$ cat src/rtl/ncoin_pkg.sv
// Shared types and constants for the ncoin RMII receive path.
package ncoin_pkg;

    typedef enum logic [1:0] {
        RX_IDLE   = 2'd0,
        RX_PREAMB = 2'd1,
        RX_BODY   = 2'd2,
        RX_DROP   = 2'd3
    } rx_state_t;

    // Byte offsets of the header fields from the first byte after the SFD.
    localparam int DST_OFF   = 0;
    localparam int SRC_OFF   = 6;
    localparam int TYPE_OFF  = 12;
    localparam int VER_OFF   = 14;
    localparam int NTYPE_OFF = 15;
    localparam int HASH_OFF  = 16;
    localparam int HDR_BYTES = 32;

    localparam logic [12:0] MIN_DIBITS = 13'd256;
    localparam logic [12:0] MAX_DIBITS = 13'd6072;

    // 01 dibits still required after the one that moved IDLE into PREAMB.
    localparam logic [2:0] PREAMB_LOAD = 3'd7;

    localparam logic [31:0] CRC_POLY    = 32'hEDB8_8320;
    localparam logic [31:0] CRC_INIT    = 32'hFFFF_FFFF;
    localparam logic [31:0] CRC_RESIDUE = 32'hDEBB_20E3;

    localparam logic [15:0] DEFAULT_ETH_TYPE = 16'hc0de;

    // Turns a MAC written MSB-first into wire order with the first byte in [7:0].
    function automatic logic [47:0] byte_rev48(input logic [47:0] v);
        logic [47:0] r;
        for (int i = 0; i < 6; i++) begin
            r[8*i +: 8] = v[47-8*i -: 8];
        end
        return r;
    endfunction

endpackage

$ cat src/rtl/crc32_rx_chk.sv
// Reflected CRC-32 advanced one RMII dibit per enabled cycle; ok flags the good-frame residue.
module crc32_rx_chk
    import ncoin_pkg::*;
(
    input  logic       clk,
    input  logic       rst,
    input  logic       init,
    input  logic       en,
    input  logic [1:0] d,
    output logic       ok
);

    logic [31:0] crc;
    logic [31:0] crc_nxt;

    always_comb begin
        crc_nxt = crc;
        for (int i = 0; i < 2; i++) begin
            if (crc_nxt[0] ^ d[i]) begin
                crc_nxt = (crc_nxt >> 1) ^ CRC_POLY;
            end else begin
                crc_nxt = crc_nxt >> 1;
            end
        end
    end

    always_ff @(posedge clk or negedge rst) begin
        if (!rst) begin
            crc <= CRC_INIT;
        end else if (init) begin
            crc <= CRC_INIT;
        end else if (en) begin
            crc <= crc_nxt;
        end
    end

    assign ok = (crc == CRC_RESIDUE);

endmodule

$ cat src/rtl/mac_rx.sv
// RMII receiver for ncoin frames: address/type filtering and hash hand-off.
// FCS checking is built only when MAC_RX_CRC_CHECK_EN is defined.
//
// state     | meaning
// RX_IDLE   | waiting for a 01 dibit with crs_dv (armed once crs_dv has been low)
// RX_PREAMB | counting 01 preamble dibits until the 11 SFD
// RX_BODY   | shifting frame dibits into header/CRC until crs_dv falls
// RX_DROP   | ignoring the rest of a bad preamble until crs_dv falls
module mac_rx
    import ncoin_pkg::*;
#(
    parameter logic [47:0] MY_MAC         = 48'h02_00_00_00_00_01,
    parameter logic [15:0] NCOIN_ETH_TYPE = DEFAULT_ETH_TYPE
) (
    input  logic         clk,
    input  logic         rst,
    input  logic [1:0]   rx_d,
    input  logic         crs_dv,
    output logic         out_valid,
    input  logic         out_ready,
    output logic [127:0] out_data,
    output logic [47:0]  out_src_mac,
    output logic         crc_err,
    output logic         overrun
);

    rx_state_t state, state_nxt;

    logic                   armed;
    logic [2:0]             pre_left;
    logic [12:0]            cnt;
    logic [HDR_BYTES*8-1:0] hdr;
    logic                   body_en;
    logic                   frame_end;
    logic                   frame_ok;
    logic                   crc_ok;
    logic                   acc_s1;
    logic                   acc_s2;
    logic                   hold_pending;

    logic [47:0]  f_dst;
    logic [47:0]  f_src;
    logic [15:0]  f_type;
    logic [7:0]   f_ver;
    logic [7:0]   f_ntype;
    logic [127:0] f_hash;

    assign f_dst   = hdr[DST_OFF*8   +: 48];
    assign f_src   = hdr[SRC_OFF*8   +: 48];
    assign f_type  = hdr[TYPE_OFF*8  +: 16];
    assign f_ver   = hdr[VER_OFF*8   +: 8];
    assign f_ntype = hdr[NTYPE_OFF*8 +: 8];
    assign f_hash  = hdr[HASH_OFF*8  +: 128];

    always_comb begin
        state_nxt = state;
        body_en   = 1'b0;
        frame_end = 1'b0;
        unique case (state)
            RX_IDLE: begin
                if (armed && crs_dv && rx_d == 2'b01) state_nxt = RX_PREAMB;
            end
            RX_PREAMB: begin
                if (!crs_dv) begin
                    state_nxt = RX_IDLE;
                end else if (rx_d == 2'b01) begin
                    state_nxt = RX_PREAMB;
                end else if (rx_d == 2'b11 && pre_left == 3'd0) begin
                    state_nxt = RX_BODY;
                end else begin
                    state_nxt = RX_DROP;
                end
            end
            RX_BODY: begin
                if (crs_dv) begin
                    body_en = 1'b1;
                end else begin
                    frame_end = 1'b1;
                    state_nxt = RX_IDLE;
                end
            end
            RX_DROP: begin
                if (!crs_dv) state_nxt = RX_IDLE;
            end
            default: state_nxt = RX_IDLE;
        endcase
    end

    always_ff @(posedge clk or negedge rst) begin
        if (!rst) begin
            state    <= RX_IDLE;
            armed    <= 1'b0;
            pre_left <= PREAMB_LOAD;
            cnt      <= '0;
            hdr      <= '0;
        end else begin
            state <= state_nxt;
            if (!crs_dv) armed <= 1'b1;
            if (state == RX_IDLE) begin
                pre_left <= PREAMB_LOAD;
            end else if (state == RX_PREAMB && rx_d == 2'b01 && pre_left != 3'd0) begin
                pre_left <= pre_left - 3'd1;
            end
            if (state == RX_PREAMB && state_nxt == RX_BODY) begin
                cnt <= '0;
            end else if (body_en) begin
                if (cnt != '1) cnt <= cnt + 13'd1;
                if (cnt < 13'(HDR_BYTES*4)) hdr[{cnt[6:0], 1'b0} +: 2] <= rx_d;
            end
        end
    end

`ifdef MAC_RX_CRC_CHECK_EN
    logic crc_init;

    assign crc_init = (state == RX_PREAMB) && (state_nxt == RX_BODY);

    crc32_rx_chk u_crc (
        .clk  (clk),
        .rst  (rst),
        .init (crc_init),
        .en   (body_en),
        .d    (rx_d),
        .ok   (crc_ok)
    );

    always_ff @(posedge clk or negedge rst) begin
        if (!rst) begin
            crc_err <= 1'b0;
        end else begin
            crc_err <= frame_end && !crc_ok;
        end
    end
`else
    assign crc_ok  = 1'b1;
    assign crc_err = 1'b0;
`endif

    assign frame_ok = (cnt >= MIN_DIBITS) && (cnt <= MAX_DIBITS) && (cnt[1:0] == 2'b00)
                   && (f_dst == byte_rev48(MY_MAC) || f_dst == '1)
                   && (f_type == {NCOIN_ETH_TYPE[7:0], NCOIN_ETH_TYPE[15:8]})
                   && (f_ver == 8'd1) && (f_ntype == 8'd1) && crc_ok;

    assign hold_pending = out_valid && !out_ready;

    // Two-stage delay to the hand-off; hdr cannot be rewritten that soon because
    // a new frame needs a full preamble before reaching BODY.
    always_ff @(posedge clk or negedge rst) begin
        if (!rst) begin
            acc_s1      <= 1'b0;
            acc_s2      <= 1'b0;
            overrun     <= 1'b0;
            out_valid   <= 1'b0;
            out_data    <= '0;
            out_src_mac <= '0;
        end else begin
            acc_s1  <= frame_end && frame_ok;
            acc_s2  <= acc_s1;
            overrun <= acc_s2 && hold_pending;
            if (acc_s2 && !hold_pending) begin
                out_valid   <= 1'b1;
                out_data    <= f_hash;
                out_src_mac <= f_src;
            end else if (out_valid && out_ready) begin
                out_valid <= 1'b0;
            end
        end
    end

endmodule
$ cat config.mk
export PLATFORM = sky130hd
export DESIGN_NAME = mac_rx
export DESIGN_NICKNAME = d
export VERILOG_FILES = /design/src/rtl/ncoin_pkg.sv /design/src/rtl/crc32_rx_chk.sv /design/src/rtl/mac_rx.sv
export SDC_FILE = /design/constraint.sdc
export NUM_CORES = 1
export LEC_CHECK = 0
export BUFFER_PORTS_ARGS = -buffer_cell sky130_fd_sc_hd__buf_2
export CORE_ASPECT_RATIO = 0.8
export CORE_MARGIN = 2
export CORE_UTILIZATION = 50
export CTS_CLUSTER_DIAMETER = 30
export DETAILED_ROUTE_END_ITERATION = 7
export GPL_TIMING_DRIVEN = 0
export PLACE_DENSITY = 0.75
export RECOVER_POWER = 100
export SLEW_MARGIN = 40
export SYNTH_ARGS = -nofsm -noshare
export SYNTH_HDL_FRONTEND = slang
export SYNTH_SLANG_ARGS = --single-unit
$ cat constraint.sdc
create_clock -name clk -period 7.8 [get_ports clk]
set_clock_uncertainty 0.2 [all_clocks]
set_input_delay 0.39 -clock clk [delete_from_list [all_inputs] [get_ports clk]]
set_output_delay 0.39 -clock clk [all_outputs]
set_load 0.02 [all_outputs]
After elaboration in Yosys (flattened, before gate mapping)
Index checks and enable logic that the tools add are counted.

Add/sub/neg operators: 3. Order comparisons: 3. Equal/unequal tests: 12. Shifts and indexed selects: 2. Mux-type cells: 18. Bitwise operators: 1. Reductions and logical operators: 31.

Operator list (number): $bwmux W256 (1); $shift A2 B10 Y256 const A (1); $shiftx A2 B10 Y256 (1); $eq A48 B41 Y1 const B (1); $eq A48 B48 Y1 const B (1); $mux W13 (3); $logic_and A1 B1 Y1 (17); $eq A16 B16 Y1 const B (1); $eq A8 B1 Y1 const B (2); $add A13 B1 Y13 const B (1); $ge A13 B9 Y1 const B (1); $le A13 B13 Y1 const B (1); $lt A13 B8 Y1 const B (1); $ne A13 B13 Y1 const B (1); $neg A8 Y10 (1); $eq A2 B2 Y1 const B (4); $mux W2 (4); $reduce_bool A2 Y1 (4); $mux W1 (7); $mux W3 (2); $pmux W2 S3 (1); $eq A2 B1 Y1 const B (2); $logic_not A2 Y1 (2); $logic_not A3 Y1 (1); other kinds (8) (9).

Register bits: 455. Input bits: 6. Output and inout bits: 179. Logic and storage cells: 81.

Logic depth before layout (Yosys ltp)
Depth in word-level cells: 10. Gate-level depth with buffers: 11.

Least setup slack after synthesis
Ideal clock, no wire load.

Path type: flip-flop to flip-flop. Start: register cnt[0]. End: register hdr[26]. Library setup time: 0.125 ns. Arrival: 2.800 ns. Setup slack: 4.675 ns. Cell stages (with the launch flop): 11. Path buffers: 4. Period minus slack after synthesis: 3.125 ns. Cells stage by stage: dfrtp_1 > clkbuf_1 > inv_1 > ha_1 > buf_2 > nand2b_1 > o21a_1 > buf_1 > buf_1 > nor4b_2 > mux2_2.

Longest elaborated chain between the ends: 3.

RTL lines: start: declaration (line mac_rx.sv:31) `logic [12:0] cnt;`; start signal: assignment (line mac_rx.sv:107) `if (cnt != '1) cnt <= cnt + 13'd1;`; $neg A8 Y10 (line mac_rx.sv:108) `if (cnt < 13'(HDR_BYTES*4)) hdr[{cnt[6:0], 1'b0} +: 2] <= rx_d;`; $shiftx A2 B10 Y256 / $shift A2 B10 Y256 (equally long branches) (line mac_rx.sv:108); $bwmux W256 (line mac_rx.sv:108); end signal: indexed assignment (line mac_rx.sv:108); end: declaration (line mac_rx.sv:32) `logic [HDR_BYTES*8-1:0] hdr;`.

Several ways; a longest one is shown, not always the timed one. A chain may end at the register's enable or synchronous reset.

==> results.toml <==
[sta]
final.min_clock_period_ns = 5.03
final.period_utilization_pct = 64.5
max_freq_ghz = 0.199
hold-worst-slack_ns = 0.161
worst_slew_pin_slew_ns = 3.57
setup_viol = 0
hold_viol = 0
rsz0062_at_grt = "false"
slew_violations = 131
maxSlewHeadroom_pct = -138

[global_route]
grt_pass1_wl_mm = 81.2
grt-ovfl-total = 0
grt_max_degree = 82
grt_pass1_vias = 13100
antenna_found_initial = 1
track_usage_pct = 27.3

[logic_synthesis]
netlist_area_mm2 = 0.0192
yosysWarnings = 0
async_reset_ff_share_pct = 100
yosysSeqAreaShare_pct = 59.3
netlist.area_leader.share_pct = 58.8
synth-seq-cells = 455
synth_cell_types = 70
synth_area_leaders = "dfrtp_1, mux2_2, mux2_1"
syn-mean-instance-area_um2 = 14.1
synth_ff_type = "dfrtp_1"
synth_edf_count = 0
synth_nets = 1376
yosysTopAreaCell = "dfrtp_1"
netlist_instances = 1363

[drt]
ant_nets = 0
wl_per_cell_um = 24.4
vias = 12800
first_pass_iters = 5
drt_iter0_drc = 1049
viasPerCell = 5.83
routed_wl_mm = 53.7
drc = 0

[floorplanning]
initial_core_util_pct = 50.5
num_rows = 64
io_pins = 185
dieArea_mm2 = 0.0400
die_w_um = 223
core-area_mm2 = 0.0380
die_y_um = 179

[critical_path]
crit_top_cell = "buf_16"
reg2reg_from = "cnt[0]"
crit_path_max_incr_delay_ns = 2.49
path_cells = "dlygate4sd3_1 > clkbuf_1 > buf_16 > clkbuf_2 > buf_16"
cp-start-kind = "input pin"
r2r_setup_slack_ns = 2.88
cpLargestDelayFamily = "buffers and inverters"
timing.rr.end = "hdr[77]"
cp.required_ns = 8.34
slowest_stage = "clkbuf_1"
cp.arrival_ns = 5.57
crit_path_end_kind = "async pin"
reg2regPathDepth = 10
critical_path_class = "in2async"
cp.buffers_inverters = 5
crit_fanout = 73

[pwr]
power_leakage_nw = 11.4
p_total_mw = 7.10
power.share.clock_pct = 53.2
p_per_area_mw_per_mm2 = 303
internal_power_mw = 5.08
combPwrFrac_pct = 12.6
peakVddDrop_mv = 0.179
switching_share_pct = 28.4
p_seq_share_pct = 34.3
switchingPower_mw = 2.02

[place]
dpl.hpwl_mm = 37.5
port_buffers = 181
dpl_cell_area_mm2 = 0.0209
gp_congestion = 0.960

[status]
violations = "capacitance limit, slew limit"
run_status = "finished with violations"

[cts]
cts_resized = 0
cts_buffer_depth = 3
clockRootBuffer = "clkbuf_16"
holdBufCountCts = 3
tritoncts = "yes"
numCtsBuffers = 81
clkSlewWorstSetupHoldPaths_ns = 0.05
clkSinkCount = 455
clk_latency_ns = 0.59
postCtsSetupBuffers = 0
cts-htree-levels = 3

[layout]
final_area_mm2 = 0.0234
multi_input_area_mm2 = 0.00721
nets = 1652
layout-drive-gt1-share_pct = 33.2
fillers = 2908
seqCellArea_mm2 = 0.0114
area_delta_synth_final_pct = 21.9

[hold_path]
hp-start = "acc_s1"
hold_path_class = "reg2reg"
hold_depth = 0
min_to = "acc_s2"

[flow_run]
maxCapViolCount = 2
## flip-flops by register name (all words and copies together) (netlist names), 2 cells and up
| register | flops |
|---|---|
| hdr | 256 |
| out_data | 128 |
| out_src_mac | 48 |
| cnt | 13 |
| pre_left | 3 |
| state | 2 |
## metrics by stage
stage | setup TNS (ns) | worst slack (ns) | cells | util (%)
after floorplan | 0 | 4.68 | 1363 | -
after global placement | -1129.27 | -2.54 | 2039 | 54.5
after detailed placement | 0 | 3.66 | 2046 | 55.1
after CTS | 0 | 3.61 | 2200 | 63.0
after global routing | 0 | 1.87 | 2202 | 61.6
final | 0 | 2.77 | 2203 | 61.6
## synthesized netlist by cell type, types with 6 or more instances
cell type / instances
a21oi_1: 24
buf_1: 13
buf_2: 20
clkbuf_1: 41
dfrtp_1: 452
ha_1: 7
inv_1: 10
mux2_1: 48
mux2_2: 371
mux2_4: 6
nand2_1: 62
nand2b_1: 11
nand3_1: 40
nand3_2: 30
nand4_1: 23
nor2_1: 37
nor3_1: 19
nor4_1: 21
nor4_2: 7
nor4b_2: 17
o21ai_0: 11
xnor2_1: 7
## cell families (layout without fill, tap and decap cells)
kind of cell,Yosys count,in the layout,synth area share (%)
compound gates,71,71,2.58
xor+xnor,11,11,0.501
fa+ha+maj,7,7,0.456
buf+inv,88,432,1.99
flops,455,455,59.3
mux,429,429,25.2
other cells,1,2,0.0195
simple gates,301,301,9.99
## cell type report
type	instances	share of cell area, %
flip-flops and latches	455	48.6
plain buffers	78	1.42
diodes	1	0.0107
clock buffers	92	9.31
clock inverters	59	3.36
well taps	495	2.64
inverters	10	0.160
repair buffers	193	3.73
multi-input cells	820	30.8
## worst max-delay path by stage
| stage | startpoint | to | slack [ns] | cells past startpoint |
|---|---|---|---|---|
| global route | rst | hdr[139] | 1.87 | 4 |
| global placement | rst | out_data[96] | -2.54 | 1 |
| CTS | cnt[0] | hdr[77] | 3.61 | 10 |
| floorplan | cnt[0] | hdr[26] | 4.68 | 10 |
| detailed placement | cnt[0] | hdr[109] | 3.66 | 10 |
| finish | rst | hdr[252] | 2.77 | 5 |
## worst register-to-register path, cell delays in order, from the launching register on
cell and delay, ns:
dfrtp_1 0.44, clkbuf_1 0.27, inv_1 0.19, ha_1 0.16, clkbuf_1 0.44, nand2b_1 0.31, o21ai_0 0.97, nand2_1 0.23
nor2_1 0.63, clkbuf_1 0.73, mux2_2 0.30
## cell usage in the layout, fill, tap and decap left out, drive strengths merged, types with 3 or more instances in the layout
cell         count
xnor2            7
nand3b           3
mux2i            4
buf             22
nor3            19
nor2b            3
xor2             4
clkinvlp        13
dfstp            3
mux2           425
nand4           23
a211oi           3
inv             23
nand2b          11
bufinv          14
nor4b           21
nand4b           3
clkinv          19
or4              4
clkbuf         338
or3              5
and4             4
ha               7
o211a            3
nor4            28
o31ai            3
nand3           70
a21oi           24
nand2           62
nor2            38
o21ai           12
dlygate4sd3      3
dfrtp          452
## power by group through the flow
stage / Sequential (mW) / Clock [mW] / Combinational (mW)
global route: 2.43 / 3.93 / 0.941
detailed placement: 2.47 / 0 / 0.907
finish: 2.43 / 3.77 / 0.892
floorplan: 2.45 / 0 / 0.554
CTS: 2.43 / 3.81 / 0.916
global placement: 2.47 / 0 / 0.884
## layer usage
layer | up-vias | GRT usage (%) | part of all wire, %
met1 | 6681 | 39.0 | 45
met3 | 108 | 7.57 | 8.0
met2 | 517 | 40.5 | 44
met4 | 3 | 9.28 | 2.8
met5 | - | 0 | 0.20
li1 | 5540 | - | -
(Power assumes the default switching activity.)
